===== config.mk =====
export PLATFORM = sky130hd
export DESIGN_NAME = serial_add_sub_ctrl
export DESIGN_NICKNAME = d
export VERILOG_FILES = /design/src/rtl/serial_add_sub_pkg.sv /design/src/rtl/adder_slice2.sv /design/src/rtl/serial_add_sub_ctrl.sv
export SDC_FILE = /design/constraint.sdc
export NUM_CORES = 1
export LEC_CHECK = 0
export CAP_MARGIN = 25
export CORE_UTILIZATION = 45
export DETAILED_ROUTE_END_ITERATION = 10
export PLACE_DENSITY_LB_ADDON = 0.15
export SETUP_SLACK_MARGIN = 0.4
export SYNTH_ARGS = -nofsm -noshare
export SYNTH_HDL_FRONTEND = slang
export SYNTH_SLANG_ARGS = --single-unit

===== constraint.sdc =====
create_clock -name clk -period 2.5 [get_ports clk]
set_clock_uncertainty 0.15 [all_clocks]
set_input_delay 0.625 -clock clk [delete_from_list [all_inputs] [get_ports clk]]
set_output_delay 0.625 -clock clk [all_outputs]
set_load 0.02 [all_outputs]

===== src/rtl/serial_add_sub_pkg.sv =====
// Shared definitions for the serial add/subtract controller.
//   state_t   : controller FSM states (IDLE, RUN, DONE)
//   SLICE_W   : bits processed per beat by the shared adder slice
//   beats_for : number of slice passes needed for a given operand width
package serial_add_sub_pkg;

  localparam int SLICE_W = 2;

  typedef enum logic [1:0] {
    IDLE = 2'd0,
    RUN  = 2'd1,
    DONE = 2'd2
  } state_t;

  function automatic int beats_for(input int width);
    return width / SLICE_W;
  endfunction

endpackage


===== src/rtl/adder_slice2.sv =====
// Combinational 2-bit ripple adder slice, shared across all beats.
// Ports:
//   a, b     : 2-bit operand pair for the current beat
//   cin      : carry from the previous beat
//   invert_b : 1 complements b (subtract path; the +1 arrives through cin)
//   sum      : 2-bit sum
//   c_mid    : carry out of bit 0 into bit 1 (needed for overflow on the top beat)
//   cout     : carry out of bit 1
module adder_slice2
  import serial_add_sub_pkg::*;
(
  input  logic [SLICE_W-1:0] a,
  input  logic [SLICE_W-1:0] b,
  input  logic               cin,
  input  logic               invert_b,
  output logic [SLICE_W-1:0] sum,
  output logic               c_mid,
  output logic               cout
);

  logic [SLICE_W-1:0] b_eff;

  assign b_eff  = b ^ {SLICE_W{invert_b}};

  assign sum[0] = a[0] ^ b_eff[0] ^ cin;
  assign c_mid  = (a[0] & b_eff[0]) | (cin & (a[0] ^ b_eff[0]));

  assign sum[1] = a[1] ^ b_eff[1] ^ c_mid;
  assign cout   = (a[1] & b_eff[1]) | (c_mid & (a[1] ^ b_eff[1]));

endmodule


===== src/rtl/serial_add_sub_ctrl.sv =====
// Multi-cycle add/subtract controller: one shared 2-bit slice, LSB pair first,
// carry held in a register between beats.
// Ports:
//   clk, reset             : rising-edge clock, asynchronous active-high reset
//   start / ready          : operand handshake (accepted in IDLE only)
//   a, b, cin, subtract    : operands and mode, captured on acceptance
//   busy                   : high while beats are being processed
//   result_valid / result_ready : result handshake (DONE state)
//   result, cout, overflow : sum/difference, final carry, signed overflow
module serial_add_sub_ctrl
  import serial_add_sub_pkg::*;
#(
  parameter int WIDTH = 8
) (
  input  logic             clk,
  input  logic             reset,
  input  logic             start,
  output logic             ready,
  input  logic [WIDTH-1:0] a,
  input  logic [WIDTH-1:0] b,
  input  logic             cin,
  input  logic             subtract,
  output logic             busy,
  output logic             result_valid,
  input  logic             result_ready,
  output logic [WIDTH-1:0] result,
  output logic             cout,
  output logic             overflow
);

  localparam int BEATS  = beats_for(WIDTH);
  localparam int BEAT_W = (BEATS > 1) ? $clog2(BEATS) : 1;

  generate
    if ((WIDTH < 2) || ((WIDTH % 2) != 0)) begin : g_bad_width
      $error("serial_add_sub_ctrl: WIDTH must be even and >= 2");
    end
  endgenerate

  state_t             state_reg, state_next;
  logic [WIDTH-1:0]   a_reg, a_next;
  logic [WIDTH-1:0]   b_reg, b_next;
  logic               sub_reg, sub_next;
  logic               carry_reg, carry_next;
  logic [BEAT_W-1:0]  beat_reg, beat_next;
  logic [WIDTH-1:0]   result_reg, result_next;
  logic               cout_reg, cout_next;
  logic               ovf_reg, ovf_next;

  logic [SLICE_W-1:0] a_pair [BEATS];
  logic [SLICE_W-1:0] b_pair [BEATS];
  logic [SLICE_W-1:0] slice_sum;
  logic               slice_c_mid;
  logic               slice_cout;
  logic               last_beat;

  // Operand pairs laid out per beat so the slice input is a simple array select.
  generate
    for (genvar gi = 0; gi < BEATS; gi++) begin : g_pairs
      assign a_pair[gi] = a_reg[gi*SLICE_W +: SLICE_W];
      assign b_pair[gi] = b_reg[gi*SLICE_W +: SLICE_W];
    end
  endgenerate

  adder_slice2 u_slice (
    .a        (a_pair[beat_reg]),
    .b        (b_pair[beat_reg]),
    .cin      (carry_reg),
    .invert_b (sub_reg),
    .sum      (slice_sum),
    .c_mid    (slice_c_mid),
    .cout     (slice_cout)
  );

  assign last_beat = (beat_reg == BEAT_W'(BEATS - 1));

  always_ff @(posedge clk or posedge reset) begin
    if (reset) begin
      state_reg  <= IDLE;
      a_reg      <= '0;
      b_reg      <= '0;
      sub_reg    <= 1'b0;
      carry_reg  <= 1'b0;
      beat_reg   <= '0;
      result_reg <= '0;
      cout_reg   <= 1'b0;
      ovf_reg    <= 1'b0;
    end else begin
      state_reg  <= state_next;
      a_reg      <= a_next;
      b_reg      <= b_next;
      sub_reg    <= sub_next;
      carry_reg  <= carry_next;
      beat_reg   <= beat_next;
      result_reg <= result_next;
      cout_reg   <= cout_next;
      ovf_reg    <= ovf_next;
    end
  end

  always_comb begin
    state_next  = state_reg;
    a_next      = a_reg;
    b_next      = b_reg;
    sub_next    = sub_reg;
    carry_next  = carry_reg;
    beat_next   = beat_reg;
    result_next = result_reg;
    cout_next   = cout_reg;
    ovf_next    = ovf_reg;

    unique case (state_reg)
      IDLE: begin
        if (start) begin
          a_next      = a;
          b_next      = b;
          sub_next    = subtract;
          // Two's complement subtract: ~B plus one injected as the initial carry.
          carry_next  = subtract ? 1'b1 : cin;
          beat_next   = '0;
          result_next = '0;
          cout_next   = 1'b0;
          ovf_next    = 1'b0;
          state_next  = RUN;
        end
      end
      RUN: begin
        for (int i = 0; i < BEATS; i++) begin
          if (beat_reg == BEAT_W'(i)) begin
            result_next[i*SLICE_W +: SLICE_W] = slice_sum;
          end
        end
        carry_next = slice_cout;
        beat_next  = beat_reg + 1'b1;
        if (last_beat) begin
          // On the top pair, c_mid is the carry into the result MSB.
          cout_next  = slice_cout;
          ovf_next   = slice_c_mid ^ slice_cout;
          beat_next  = '0;
          state_next = DONE;
        end
      end
      DONE: begin
        if (result_ready) begin
          state_next = IDLE;
        end
      end
      default: state_next = IDLE;
    endcase
  end

  assign ready        = (state_reg == IDLE);
  assign busy         = (state_reg == RUN);
  assign result_valid = (state_reg == DONE);

  // Result fields are only exposed in DONE so a partially built word never leaks out.
  assign result   = result_valid ? result_reg : '0;
  assign cout     = result_valid ? cout_reg   : 1'b0;
  assign overflow = result_valid ? ovf_reg    : 1'b0;

endmodule


-- Yosys cells after proc, flatten, opt, wreduce, memory -nomap -nowiden
Cells that the tools add are included.
- register bits after elaboration: 32
- word-level logic and storage cells: 78
- output and inout port bits: 13
- order comparisons: 1
- $add $sub $neg: 1
- bitwise gates (word level): 13
- multiplexer cells: 30
- reductions and logical operators: 10
- equality and inequality tests: 11
- operators by type and width (kind ; count):
    2-bit 2-to-1 mux ; 13
    8-bit 2-to-1 mux ; 2
    8-bit case mux with 2 select lines ; 1
    3-bit AND reduction ; 5
    2-bit by 1-bit inequality test with 1-bit output (second input constant) ; 5
    2-bit binary-select mux with 2-bit select ; 2
    1-bit 2-to-1 mux ; 7
    2-bit == test (second input constant) ; 3
    1-bit case mux with 2 select lines ; 3
    2-bit case mux with 3 select lines ; 1
    1-bit bitwise XOR ; 5
    1-bit bitwise AND ; 4
    2-bit by 1-bit == test with 1-bit output (second input constant) ; 2
    2-bit zero test ; 2
    2-bit case mux with 2 select lines ; 1
    2-bit AND reduction ; 2
    3-bit >= comparator (second input constant) ; 1
    2-bit NOT with 3-bit output ; 1
    2-bit by 1-bit adder with 2-bit output (second input constant) ; 1
    2-bit inequality test (second input constant) ; 1
    1-bit bitwise OR ; 2
    2-bit nonzero test ; 1
    2-bit bitwise XOR ; 1

-- Logic depth before layout (Yosys ltp)
Gate-level depths: netlist of the first run.
- word-level depth: 13
- mapped depth: 8
- depth with buffers taken out: 7

-- Cells and area by module
A second synthesis of the first run with hierarchy kept.
- cell total of the unflattened synthesis: 118
- area, all modules: 1566.5 um2
- modules (own cells, without submodules) (module ; instances ; area each (um2) ; sequential area each (um2) ; cells each):
    serial_add_sub_ctrl ; 1 ; 1482.7 ; 800.8 ; 107
    adder_slice2 ; 1 ; 83.8 ; 0.0 ; 11

-- Least setup slack after synthesis of the first run
No wires, ideal clock.
- path type: register to register
- start: register beat_reg[0]
- end: register result_reg[1]
- stages on the path, launching flop included: 8
- path slack: 0.081 ns
- data required time: 2.272 ns
- data arrival time: 2.191 ns
- buffers on the path: 1
- clock period less this slack: 2.419 ns
- cell sequence: dfrtp_1 buf_6 mux4_2 xor2_1 fa_1 inv_1 fa_1 o2bb2ai_1
- word-level cells in the longest chain between the ends: 11
- elaborated cells between the ends (all ways): 19
- classes of those cells: eq/ne (1); mux (8); bitwise (8); reduce/logical (2)
- RTL lines (what ; RTL line ; RTL):
    from (decl) ; serial_add_sub_ctrl.sv:45 ; logic [BEAT_W-1:0] beat_reg, beat_next;
    from (signal assigned) ; serial_add_sub_ctrl.sv:94 ; beat_reg <= beat_next;
    2-bit NOT with 3-bit output (not written as such) ; serial_add_sub_ctrl.sv:66, serial_add_sub_ctrl.sv:67 ;
    2-bit binary-select mux with 2-bit select ; serial_add_sub_ctrl.sv:67 ; .b (b_pair[beat_reg]),
    2-bit 2-to-1 mux (not written as such) (2 in series) ; serial_add_sub_ctrl.sv:67 ;
    2-bit bitwise XOR ; adder_slice2.sv:23 ; assign b_eff = b ^ {SLICE_W{invert_b}};
    1-bit bitwise XOR ; adder_slice2.sv:26 ; assign c_mid = (a[0] & b_eff[0]) | (cin & (a[0] ^ b_eff[0]));
    1-bit bitwise AND ; adder_slice2.sv:26 ;
    1-bit bitwise OR ; adder_slice2.sv:26 ;
    1-bit bitwise XOR ; adder_slice2.sv:28 ; assign sum[1] = a[1] ^ b_eff[1] ^ c_mid;
    2-bit 2-to-1 mux ; serial_add_sub_ctrl.sv:129 ; if (beat_reg == BEAT_W'(i)) begin
    8-bit case mux with 2 select lines ; serial_add_sub_ctrl.sv:112 ; unique case (state_reg)
    to (signal assigned) ; serial_add_sub_ctrl.sv:95 ; result_reg <= result_next;
    to (decl) ; serial_add_sub_ctrl.sv:46 ; logic [WIDTH-1:0] result_reg, result_next;
Several ways; a longest one is shown, not always the timed one. The select of a mux whose other input is x is not followed.
A chain may end at the register's enable or synchronous reset.

-- Worst setup path after layout of the first run
- start: register beat_reg[0]
- end: register result_reg[3]
The elaborated chain is that of the path after synthesis.

==> flow_summary.rst, run 1 <==
.. list-table::
   :header-rows: 1

   * - Metric
     - Value
   * - Pin count of the biggest net entering global routing
     - 33
   * - Worst slew margin
     - 73.5%
   * - RSZ-0062 raised after global routing
     - true
   * - Wire length of the first global-routing pass
     - approximately 5000 um
   * - Count of state elements after synthesis
     - 32
   * - Filler Cell Count
     - 262
   * - Max-slew violation total from the final report
     - 0
   * - Type of element launching the critical path
     - flip-flop
   * - Number of DRC markers after the initial detailed-route iteration
     - 27
   * - TritonCTS clock tree
     - built
   * - Total clock buffers created by CTS
     - 5
   * - Total congestion overflow after global routing
     - 0
   * - Proportion of layout cells with a drive suffix above 1
     - 31.8%
   * - Part of the Yosys area used for sequential elements
     - approximately half
   * - Setup TNS after final layout
     - 0 ns
   * - Number of antenna repair diodes
     - 0
   * - Post-detailed-route wirelength per cell
     - 12.5 um
   * - Area inside the core boundary
     - 0.00339 mm2
   * - Register clock-pin slew on the reported worst setup and hold paths
     - 0.10 ns
   * - Count of TritonRoute iterations in the first routing pass
     - 4
   * - Startpoint of the worst setup timing path
     - beat_reg[0]
   * - Number of distinct standard cells referenced by the synthesized netlist
     - 28
   * - R2r endpoint
     - result_reg[3]
   * - Clk root buf
     - clkbuf_4
   * - Mean number of vias per cell
     - 4.89
   * - CTS H-tree lvls
     - 2
   * - DP Cell Count
     - 232
   * - Via count of the first global-routing pass
     - about 1,100
   * - Reg-to-Reg Start
     - beat_reg[0]
   * - Routed wire length
     - 3090 um
   * - Max-cap check violation count
     - 0
   * - Hold_ws
     - about 0.33 ns
   * - Number of buffers on the longest clock path
     - 2
   * - Initial antenna violation count
     - 0
   * - CP arrival
     - 2.51 ns
   * - Minimum period implied by the final worst setup slack
     - 2.40 ns
   * - Final worst-path cycle share
     - 96.1%
   * - Total Die Area
     - 0.00382 mm2
   * - Total of endpoints with negative setup slack in the final report
     - 0
   * - Post-detail-place hpwl
     - 2130 um
   * - Clock insertion delay at the later pin of the skew report
     - 0.33 ns
   * - Site row count
     - 21
   * - Synth warn
     - 0
   * - Syn_nets
     - 180
   * - CP endpoint
     - result_reg[3]
   * - Worst R2R Path Depth
     - 6
   * - Count of vias placed by the detailed router
     - between 1,000 and 1,500
   * - Count of mapped cells out of synthesis
     - 152
   * - Antenna viol nets, final
     - 0
   * - Worst hold path stage count
     - 2
   * - Final core utilization
     - 64.2%
   * - Mapped Area
     - between 0.0015 and 0.002 mm2
   * - Critical path required time
     - 2.61 ns
   * - Worst vdd ir
     - 0.736 mV
   * - Top Ports
     - 35
   * - Setup slack after layout
     - between 0.09 and 0.1 ns
   * - Die span in y
     - 61.8 um
   * - Worst slack at placement
     - 0.0943 ns
   * - Finished Layout Cells
     - 247
   * - WS Path Type
     - flip-flop to flip-flop
   * - Number of nets in the finished design
     - 229
   * - Area Growth Syn to Fin
     - 35.1%
   * - Kind of capture point of the worst setup path
     - flip-flop
   * - # clock sinks
     - 32
   * - Power density over the cells
     - about 1300 mW/mm2
   * - Highest net fanout along the worst path
     - 4
   * - Leakage power summed over all cells
     - 1.03 nW
   * - Floorplan die width
     - 61.8 um
   * - Hold Path Class
     - flip-flop to flip-flop
   * - Post-CTS Hold Fix Bufs
     - 0
   * - Number of buffer cells added on primary ports
     - 34
   * - Final hold violation count
     - 0
   * - Transition at the pin with the smallest max-transition slack
     - 0.398 ns
   * - Worst reg2reg setup slack
     - 0.1 ns
   * - Max frequency
     - 416 MHz
   * - Mapped Avg Cell Area
     - 10.6 um2
   * - Remaining DRCs
     - 0
   * - Final GP Congestion
     - 0.767
   * - Status
     - finished, final reports clean
   * - Total track usage
     - 18.3%
   * - Starting Density
     - 47.5%
per-stage QoR:
step / power [W] / area, um2
floorplan: 0.00201 / 1610
global placement: 0.00231 / 1990
finish: 0.00284 / 2170
CTS: 0.00283 / 2100
global route: 0.00307 / 2170
detailed placement: 0.00233 / 1990
worst min path at each step:
stage / startpoint / to / slack (ns)
floorplan: a_reg[4] / a_reg[4] / 0.29
global route: a_reg[4] / a_reg[4] / 0.36
detailed placement: a_reg[5] / a_reg[5] / 0.31
finish: b_reg[7] / b_reg[7] / 0.33
CTS: a_reg[5] / a_reg[5] / 0.33
global placement: b_reg[3] / b_reg[3] / 0.31
per-layer routing:
| metal | vias to the layer above | GRT usage, % | share of wire [%] |
|---|---|---|---|
| li1 | 598 | - | - |
| met1 | 574 | 23.3 | 44 |
| met2 | 30 | 31.0 | 51 |
| met3 | 7 | 4.76 | 3.9 |
| met4 | 0 | 5.40 | 1.3 |
| met5 | - | 0 | 0 |
power by group:
| group | internal (W) | switching (W) | total [W] |
|---|---|---|---|
| Sequential | 0.000757 | 0.000145 | 0.000903 |
| Clock | 0.000104 | 0.000165 | 0.000269 |
| Combinational | 0.000821 | 0.000850 | 0.00167 |
area by class of cell:
cell class              instances  area, um2  share of cell area [%]
flip-flops and latches         32        802                    36.9
multi-input cells             106        771                    35.4
repair buffers                 49        464                    21.3
well taps                      46       57.6                    2.65
clock buffers                   6       41.3                    1.90
inverters                       7       33.8                    1.55
clock inverters                 1       5.00                   0.230
cells in the mapped netlist:
cell type  instances  area, um2
nand3_1            1       5.00
nand2b_4           1       13.8
inv_4              1       6.26
o31ai_2            1       12.5
nor2b_1            1       6.26
o21ai_0            2       10.0
dfrtp_1           32        801
buf_6              6       67.6
o31ai_1            1       7.51
nand3_2            1       10.0
xor2_1             2       17.5
fa_1               2       40.0
xnor2_1            1       8.76
a21oi_1            3       15.0
nor2_1             1       3.75
inv_1              6       22.5
a32o_1             4       40.0
o211ai_1           1       7.51
ha_1               4       50.1
o21ai_1            1       5.00
o2bb2ai_1          6       52.6
mux4_2             4       90.1
nand2_1           56        210
or3b_4             1       11.3
a21oi_2            1       8.76
buf_2              1       5.00
nor3b_4            1       18.8
and2_1            10       62.6
critical path, stage by stage (launching register included):
cell and delay (ns):
dfrtp_1 0.41, mux4_2 0.54, xor2_2 0.17, fa_2 0.36
inv_2 0.08, fa_2 0.47, o2bb2ai_1 0.16
layout by cell type (no fill, tap or decap), types with 2 or more instances in the layout:
| master | n |
|---|---|
| fa_2 | 2 |
| buf_4 | 13 |
| buf_6 | 13 |
| clkdlybuf4s50_1 | 21 |
| ha_1 | 4 |
| nand2_1 | 56 |
| a32o_1 | 4 |
| mux4_2 | 4 |
| clkbuf_2 | 2 |
| dfrtp_1 | 31 |
| o2bb2ai_2 | 3 |
| o2bb2ai_1 | 3 |
| o21ai_0 | 2 |
| and2_4 | 10 |
| a21oi_1 | 3 |
| clkbuf_4 | 5 |
| inv_1 | 5 |
logic make-up after synthesis:
logic type               share of synthesized area (%)
AO/OA/AOI/OAI                                     9.88
XOR/XNOR                                          1.63
adder cells (fa/ha/maj)                           5.60
buffers and inverters                             6.30
flip-flops                                        49.8
multiplexers                                      5.60
AND/OR/NAND/NOR                                   21.2
what timing repair did:
item                                   CTS  global route
buffers inserted                         6             1
pin swaps                                3             1
gates cloned                             1             0
endpoints found under the hold margin    0             0
setup endpoints to repair               24            23
gates resized for setup                 63            32
No activity file was read; power rests on OpenSTA's default activity.
==> run 2, diff against run 1 <==
Settings changed: CORE_MARGIN set to 4.
==> run 2 against run 1 <==
Against the previous run: combinational power up 11%; critical path depth unchanged; count of clock-buffer cells in the layout is 2 higher; total power up 8.1%; first-iteration DRC count rose to 2.7 times the previous value; critical endpoint is now result_reg[7].
==> flow_summary.rst, run 2 (same netlist as run 1, synthesis figures left out) <==
.. list-table::
   :header-rows: 1

   * - Metric
     - Value
   * - DP Cell Count
     - 232 (unchanged)
   * - Highest net fanout along the worst path
     - 4 (unchanged)
   * - Status
     - finished, final reports clean
   * - Register clock-pin slew on the reported worst setup and hold paths
     - 0.09 ns (about the same)
   * - Via count of the first global-routing pass
     - 1,211 (+5.9%)
   * - Max frequency
     - 422 MHz (+1.4%)
   * - Worst vdd ir
     - 0.592 mV (-20%)
   * - Worst hold path stage count
     - 2 (unchanged)
   * - Site row count
     - 21 (unchanged)
   * - Count of vias placed by the detailed router
     - 1,264 (+4.5%)
   * - Count of TritonRoute iterations in the first routing pass
     - 4 (unchanged)
   * - Die span in y
     - 67.8 um (+9.7%)
   * - Top Ports
     - 35 (unchanged)
   * - Slowest cell delay on critical path
     - 0.54 ns (about the same)
   * - # clock sinks
     - 32 (unchanged)
   * - Total of endpoints with negative setup slack in the final report
     - 0 (unchanged)
   * - Total clock buffers created by CTS
     - 5 (unchanged)
   * - Pin count of the biggest net entering global routing
     - 33 (unchanged)
   * - Power density over the cells
     - 1370 mW/mm2 (+4.6%)
   * - Total congestion overflow after global routing
     - 0 (unchanged)
   * - Min-Delay Endpoint
     - b_reg[7]
   * - Number of nets in the finished design
     - 235 (+2.6%)
   * - Proportion of power drawn by flip-flops and latches
     - 29.5% (-2.3 points)
   * - Internal power consumption
     - 0.00183 W (+8.7%)
   * - Final GP Congestion
     - 0.781 (+1.8%)
   * - Antenna viol nets, final
     - 0 (unchanged)
   * - Clock insertion delay at the later pin of the skew report
     - 0.33 ns (about the same)
   * - Routed wire length
     - 3410 um (+10%)
   * - Sum of buffers and inverters on the critical path
     - 1 (unchanged)
   * - Final hold violation count
     - 0 (unchanged)
   * - Number of antenna repair diodes
     - 0 (unchanged)
   * - Kind of capture point of the worst setup path
     - flip-flop
   * - Starting Density
     - 47.5% (unchanged)
   * - Post-detailed-route wirelength per cell
     - 13.4 um (+7.1%)
   * - Initial antenna violation count
     - 0 (unchanged)
   * - Worst R2R Path Depth
     - 6 (unchanged)
   * - Crit-path slowest cell
     - mux4_2
   * - Number of buffer cells added on primary ports
     - 34 (unchanged)
   * - Net Switching
     - 0.00124 W (+7.2%)
   * - Number of DRC markers after the initial detailed-route iteration
     - 73 (+170%)
   * - R2r endpoint
     - result_reg[7]
   * - Clk pwr share
     - 9.9% (+0.4 points)
   * - CP delay by family, top
     - adder cells
   * - Number of buffers on the longest clock path
     - 2 (unchanged)
   * - Hold_ws
     - 0.324 ns (-0.00253 ns)
   * - Critical path required time
     - 2.60 ns (about the same)
   * - Share of power burned in combinational logic
     - 60.6% (+1.8 points)
   * - CTS H-tree lvls
     - 2 (unchanged)
   * - TritonCTS clock tree
     - built
   * - Total track usage
     - 16.5% (-1.9 points)
   * - Type of element launching the critical path
     - flip-flop
   * - RSZ-0062 raised after global routing
     - true
   * - Most common cell after layout, fill and taps aside
     - nand2_1
   * - Finished Layout Cells
     - 254 (+2.8%)
   * - Leakage power summed over all cells
     - 1.07 nW (+3.6%)
   * - Total Die Area
     - 0.00460 mm2 (+20%)
   * - Floorplan die width
     - 67.8 um (+9.7%)
   * - Worst reg2reg setup slack
     - 0.13 ns (+0.03 ns)
   * - Most frequent cells in the layout
     - 56 x nand2_1, 31 x dfrtp_1, 21 x clkdlybuf4s50_1
   * - Max-slew violation total from the final report
     - 0 (unchanged)
   * - Dominant cell type by count on the critical path
     - fa_2
   * - Proportion of layout cells with a drive suffix above 1
     - 33.2% (+1.3 points)
   * - Minimum period implied by the final worst setup slack
     - 2.37 ns (-0.0326 ns)
   * - Reg-to-Reg Start
     - beat_reg[0]
   * - Share of total power consumed by net switching
     - 40.5% (-0.34 points)
   * - Worst slew margin
     - 73.2% (-0.28 points)
   * - Transition at the pin with the smallest max-transition slack
     - 0.402 ns (+0.00418 ns)
   * - CP arrival
     - 2.47 ns (-0.04 ns)
   * - Hold Path Class
     - flip-flop to flip-flop
   * - Setup TNS after final layout
     - 0 ns (unchanged)
   * - Mean number of vias per cell
     - 4.98 (+1.7%)
   * - WS Path Type
     - flip-flop to flip-flop
   * - Post-detail-place hpwl
     - 2260 um (+5.9%)
   * - Remaining DRCs
     - 0 (unchanged)
   * - Max-cap check violation count
     - 0 (unchanged)
   * - Clk root buf
     - clkbuf_4
   * - Critical path cell sequence
     - mux4_2 -> xor2_2 -> fa_2 -> inv_2 -> fa_2 -> o2bb2ai_1
   * - Final worst-path cycle share
     - 94.8% (-1.3 points)
   * - Area inside the core boundary
     - 0.00339 mm2 (unchanged)
   * - Wire length of the first global-routing pass
     - 5530 um (+10%)
   * - Startpoint of the most critical hold path
     - b_reg[7]
   * - Area Growth Syn to Fin
     - 39.7%
[run 2: metal layers]
metal	track usage, %	share of wire [%]
met5	0	0
met4	8.19	2.1
met3	3.99	3.9
met2	27.0	50
met1	20.2	44
[run 2: worst reg2reg max path: cells and delay by family (launching register included)]
| kind | cells | cell delay [ns] |
|---|---|---|
| fa+ha+maj | 2 | 0.83 |
| mux | 1 | 0.54 |
| flops | 1 | 0.38 |
| xor+xnor | 1 | 0.17 |
| compound gates | 1 | 0.15 |
| buf+inv | 1 | 0.08 |
[run 2: metrics by stage]
step / power (W) / worst slack, ns / area, um2 / util, %
after floorplan: 0.00201 / 0.107 / 1610 / -
after global placement: 0.00231 / 0.165 / 1990 / 58.8
after detailed placement: 0.00235 / 0.121 / 1990 / 58.8
after CTS: 0.00281 / 0.201 / 2090 / 61.6
after global routing: 0.00332 / 0.0497 / 2250 / 66.3
final: 0.00307 / 0.131 / 2250 / 66.3
[run 2: how the worst max path moves through the flow]
stage,cells past startpoint,slack (ns),start,end
6_report,6,0.13,beat_reg[0],result_reg[7]
5_1_grt,6,0.05,beat_reg[0],result_reg[7]
4_1_cts,6,0.20,beat_reg[0],result_reg[7]
3_5_place_dp,6,0.12,beat_reg[0],result_reg[5]
3_3_place_gp,6,0.17,beat_reg[0],result_reg[3]
2_1_floorplan,7,0.11,beat_reg[0],result_reg[3]
[run 2: repair_timing]
item                                    CTS  global route
setup buffers                             6             7
cloned                                    1             0
pin swaps                                 5             0
resized for setup                        59            38
hold buffers                              0             0
endpoints found under the setup margin   24            23
[run 2: power groups by stage]
| stage | clock [W] | combinational, W | sequential, W |
|---|---|---|---|
| floorplan | 0 | 0.00113 | 0.000883 |
| global placement | 0 | 0.00141 | 0.000902 |
| detailed placement | 0 | 0.00144 | 0.000908 |
| CTS | 0.000318 | 0.00159 | 0.000895 |
| global route | 0.000340 | 0.00205 | 0.000936 |
| finish | 0.000304 | 0.00186 | 0.000906 |
[run 2: layout make-up]
| type | count | area, um2 |
|---|---|---|
| clock buffers | 8 | 58.8 |
| fillers | 279 | 1140 |
| inverters | 7 | 38.8 |
| multi-input cells | 106 | 777 |
| flip-flops and latches | 32 | 802 |
| well taps | 46 | 57.6 |
| repair buffers | 55 | 513 |
==> run 3, diff against run 2 <==
Settings changed: CORE_MARGIN 4 to 1.5.
==> run 3 against run 2 <==
Against the previous run: core utilization shrank 1.7 points; count of clock-buffer cells in the layout shrank 2; first-iteration DRC count shrank 64%; setup slack gained 0.024 ns; global-route usage grew 1.2 points; total power shrank 5.3%; sequential share of layout area grew 0.94 points; highest routed layer unchanged.
==> flow_summary.rst, run 3 (same netlist as run 1, synthesis figures left out) <==
.. list-table::
   :header-rows: 1

   * - Metric
     - Value
   * - Finished Layout Cells
     - 247 (-2.8%)
   * - Worst R2R Path Depth
     - 6 (unchanged)
   * - TritonCTS clock tree
     - built
   * - Kind of capture point of the worst setup path
     - flip-flop
   * - Reg-to-Reg Start
     - beat_reg[0]
   * - Setup TNS after final layout
     - 0 ns (unchanged)
   * - # clock sinks
     - 32 (unchanged)
   * - Minimum period implied by the final worst setup slack
     - 2.34 ns (-0.0245 ns)
   * - Antenna viol nets, final
     - 0 (unchanged)
   * - Number of buffer cells added on primary ports
     - 34 (unchanged)
   * - Leakage power summed over all cells
     - 1.04 nW (-2.8%)
   * - Total of endpoints with negative setup slack in the final report
     - 0 (unchanged)
   * - Highest net fanout along the worst path
     - 4 (unchanged)
   * - CP arrival
     - 2.48 ns (about the same)
   * - Share of power burned in combinational logic
     - 58.0% (-2.6 points)
   * - Total Die Area
     - 0.00394 mm2 (-14%)
   * - Internal power consumption
     - 0.00171 W (-6.6%)
   * - Die span in y
     - 62.8 um (-7.4%)
   * - Startpoint of the most critical hold path
     - a_reg[7]
   * - Clock insertion delay at the later pin of the skew report
     - 0.34 ns (about the same)
   * - Clk root buf
     - clkbuf_4
   * - Total congestion overflow after global routing
     - 0 (unchanged)
   * - Worst hold path stage count
     - 2 (unchanged)
   * - Number of nets in the finished design
     - 228 (-3.0%)
   * - Status
     - finished, final reports clean
   * - Site row count
     - 21 (unchanged)
   * - Transition at the pin with the smallest max-transition slack
     - 0.396 ns (-0.00610 ns)
   * - Post-detailed-route wirelength per cell
     - 13.2 um (-1.5%)
   * - CTS H-tree lvls
     - 2 (unchanged)
   * - Proportion of power drawn by flip-flops and latches
     - 31.2% (+1.7 points)
   * - Critical path required time
     - 2.63 ns (+0.03 ns)
   * - Max-slew violation total from the final report
     - 0 (unchanged)
   * - Worst slew margin
     - 73.6% (+0.41 points)
   * - Type of element launching the critical path
     - flip-flop
   * - R2r endpoint
     - result_reg[3]
   * - Number of DRC markers after the initial detailed-route iteration
     - 26 (-64%)
   * - WS Path Type
     - flip-flop to flip-flop
   * - Hold_ws
     - 0.328 ns (+0.00439 ns)
   * - Max-cap check violation count
     - 0 (unchanged)
   * - Hold Path Class
     - flip-flop to flip-flop
   * - Dominant cell type by count on the critical path
     - fa_2
   * - Slowest cell delay on critical path
     - 0.53 ns (about the same)
   * - Critical path cell sequence
     - mux4_2 -> xor2_2 -> fa_2 -> inv_2 -> fa_2 -> o2bb2ai_2
   * - Post-CTS Hold Fix Bufs
     - 0 (unchanged)
   * - Top Ports
     - 35 (unchanged)
   * - Area Growth Syn to Fin
     - 36.1%
   * - Final hold violation count
     - 0 (unchanged)
   * - Power density over the cells
     - 1330 mW/mm2 (-2.8%)
   * - Total clock buffers created by CTS
     - 5 (unchanged)
   * - Register clock-pin slew on the reported worst setup and hold paths
     - 0.11 ns (+0.02 ns)
   * - Floorplan die width
     - 62.8 um (-7.4%)
   * - Total track usage
     - 17.6% (+1.2 points)
   * - Crit-path slowest cell
     - mux4_2
   * - Routed wire length
     - 3260 um (-4.3%)
   * - Final GP Congestion
     - 0.802 (+2.7%)
   * - Max frequency
     - 426 MHz (+1.0%)
   * - Final worst-path cycle share
     - 93.8% (-0.98 points)
   * - Area inside the core boundary
     - 0.00339 mm2 (unchanged)
   * - Worst vdd ir
     - 0.594 mV (+0.30%)
   * - Number of buffers on the longest clock path
     - 2 (unchanged)
   * - Via count of the first global-routing pass
     - 1,195 (-1.3%)
   * - Remaining DRCs
     - 0 (unchanged)
   * - RSZ-0062 raised after global routing
     - true
   * - Most common cell after layout, fill and taps aside
     - nand2_1
   * - Pin count of the biggest net entering global routing
     - 33 (unchanged)
   * - Clk pwr share
     - 10.8% (+0.9 points)
   * - Post-detail-place hpwl
     - 2220 um (-1.7%)
   * - Count of vias placed by the detailed router
     - 1,213 (-4.0%)
   * - Min-Delay Endpoint
     - a_reg[7]
   * - Mean number of vias per cell
     - 4.91 (-1.3%)
   * - Number of antenna repair diodes
     - 0 (unchanged)
   * - Initial antenna violation count
     - 0 (unchanged)
   * - Net Switching
     - 0.00120 W (-3.4%)
   * - Share of total power consumed by net switching
     - 41.3% (+0.83 points)
   * - Wire length of the first global-routing pass
     - 5350 um (-3.2%)
   * - Count of TritonRoute iterations in the first routing pass
     - 4 (unchanged)
   * - Most frequent cells in the layout
     - 56 x nand2_1, 31 x dfrtp_1, 21 x clkdlybuf4s50_1
   * - Starting Density
     - 47.5% (unchanged)
   * - DP Cell Count
     - 232 (unchanged)
   * - Worst reg2reg setup slack
     - 0.16 ns (+0.02 ns)
   * - Proportion of layout cells with a drive suffix above 1
     - 32.3% (-0.83 points)
==> run 3: cell types whose count changed in the layout (fill, tap and decap cells not counted), sizes merged <==
cell / before / now
buf: 33 / 26
clkbuf: 9 / 7
clkinv: 1 / 2
inv: 6 / 7
==> run 3: worst max-delay path, delay by kind of cell (launching register included) <==
family                     cells  cell delay, ns
AOI/OAI and AO/OA              1            0.16
xor gates and xnor gates       1            0.16
DFF                            1            0.39
adders and majority gates      2            0.81
muxes                          1            0.53
buffers and inverters          1            0.07
==> run 3: routing by layer <==
layer / wire length, um / GRT usage (%)
met5: 0 / 0
met4: 63 / 6.94
met3: 131 / 5.41
met2: 1730 / 29.8
met1: 1330 / 21.0
==> run 3: area by class of cell <==
cell class	instances	area, um2
fill	291	1200
sequential	32	802
multi-input combinational	106	783
timing repair buffer	48	454
tap	46	57.6
clock buffer	6	51.3
inverter	7	31.3
clock inverter	2	10.0
==> run 3: power by group through the flow <==
| stage | clock network, W | registers [W] | logic (W) |
|---|---|---|---|
| after floorplan | 0 | 0.000883 | 0.00113 |
| after global placement | 0 | 0.000902 | 0.00141 |
| after detailed placement | 0 | 0.000910 | 0.00145 |
| after CTS | 0.000320 | 0.000898 | 0.00159 |
| after global routing | 0.000344 | 0.000937 | 0.00187 |
| final | 0.000314 | 0.000908 | 0.00169 |
==> run 3: how the worst max path moves through the flow <==
stage / from / to / slack [ns] / cells after the start
floorplan: beat_reg[0] / result_reg[3] / 0.11 / 7
global placement: beat_reg[0] / result_reg[3] / 0.16 / 6
detailed placement: beat_reg[0] / result_reg[7] / 0.12 / 6
CTS: beat_reg[0] / result_reg[5] / 0.16 / 6
global route: beat_reg[0] / result_reg[1] / 0.06 / 6
finish: beat_reg[0] / result_reg[3] / 0.16 / 6
==> run 3: timing repair <==
action,CTS,global route
endpoints found under the setup margin,24,23
cloned,0,1
resized for setup,51,44
setup buffers,4,2
pin swaps,3,3
==> run 3: metrics by stage <==
stage	power [W]	setup WS (ns)	utilization, %	instance area [um2]
after floorplan	0.00201	0.107	-	1610
after global placement	0.00231	0.160	58.8	1990
after detailed placement	0.00236	0.117	58.8	1990
after CTS	0.00281	0.162	60.8	2060
after global routing	0.00315	0.0602	64.6	2190
final	0.00291	0.155	64.6	2190
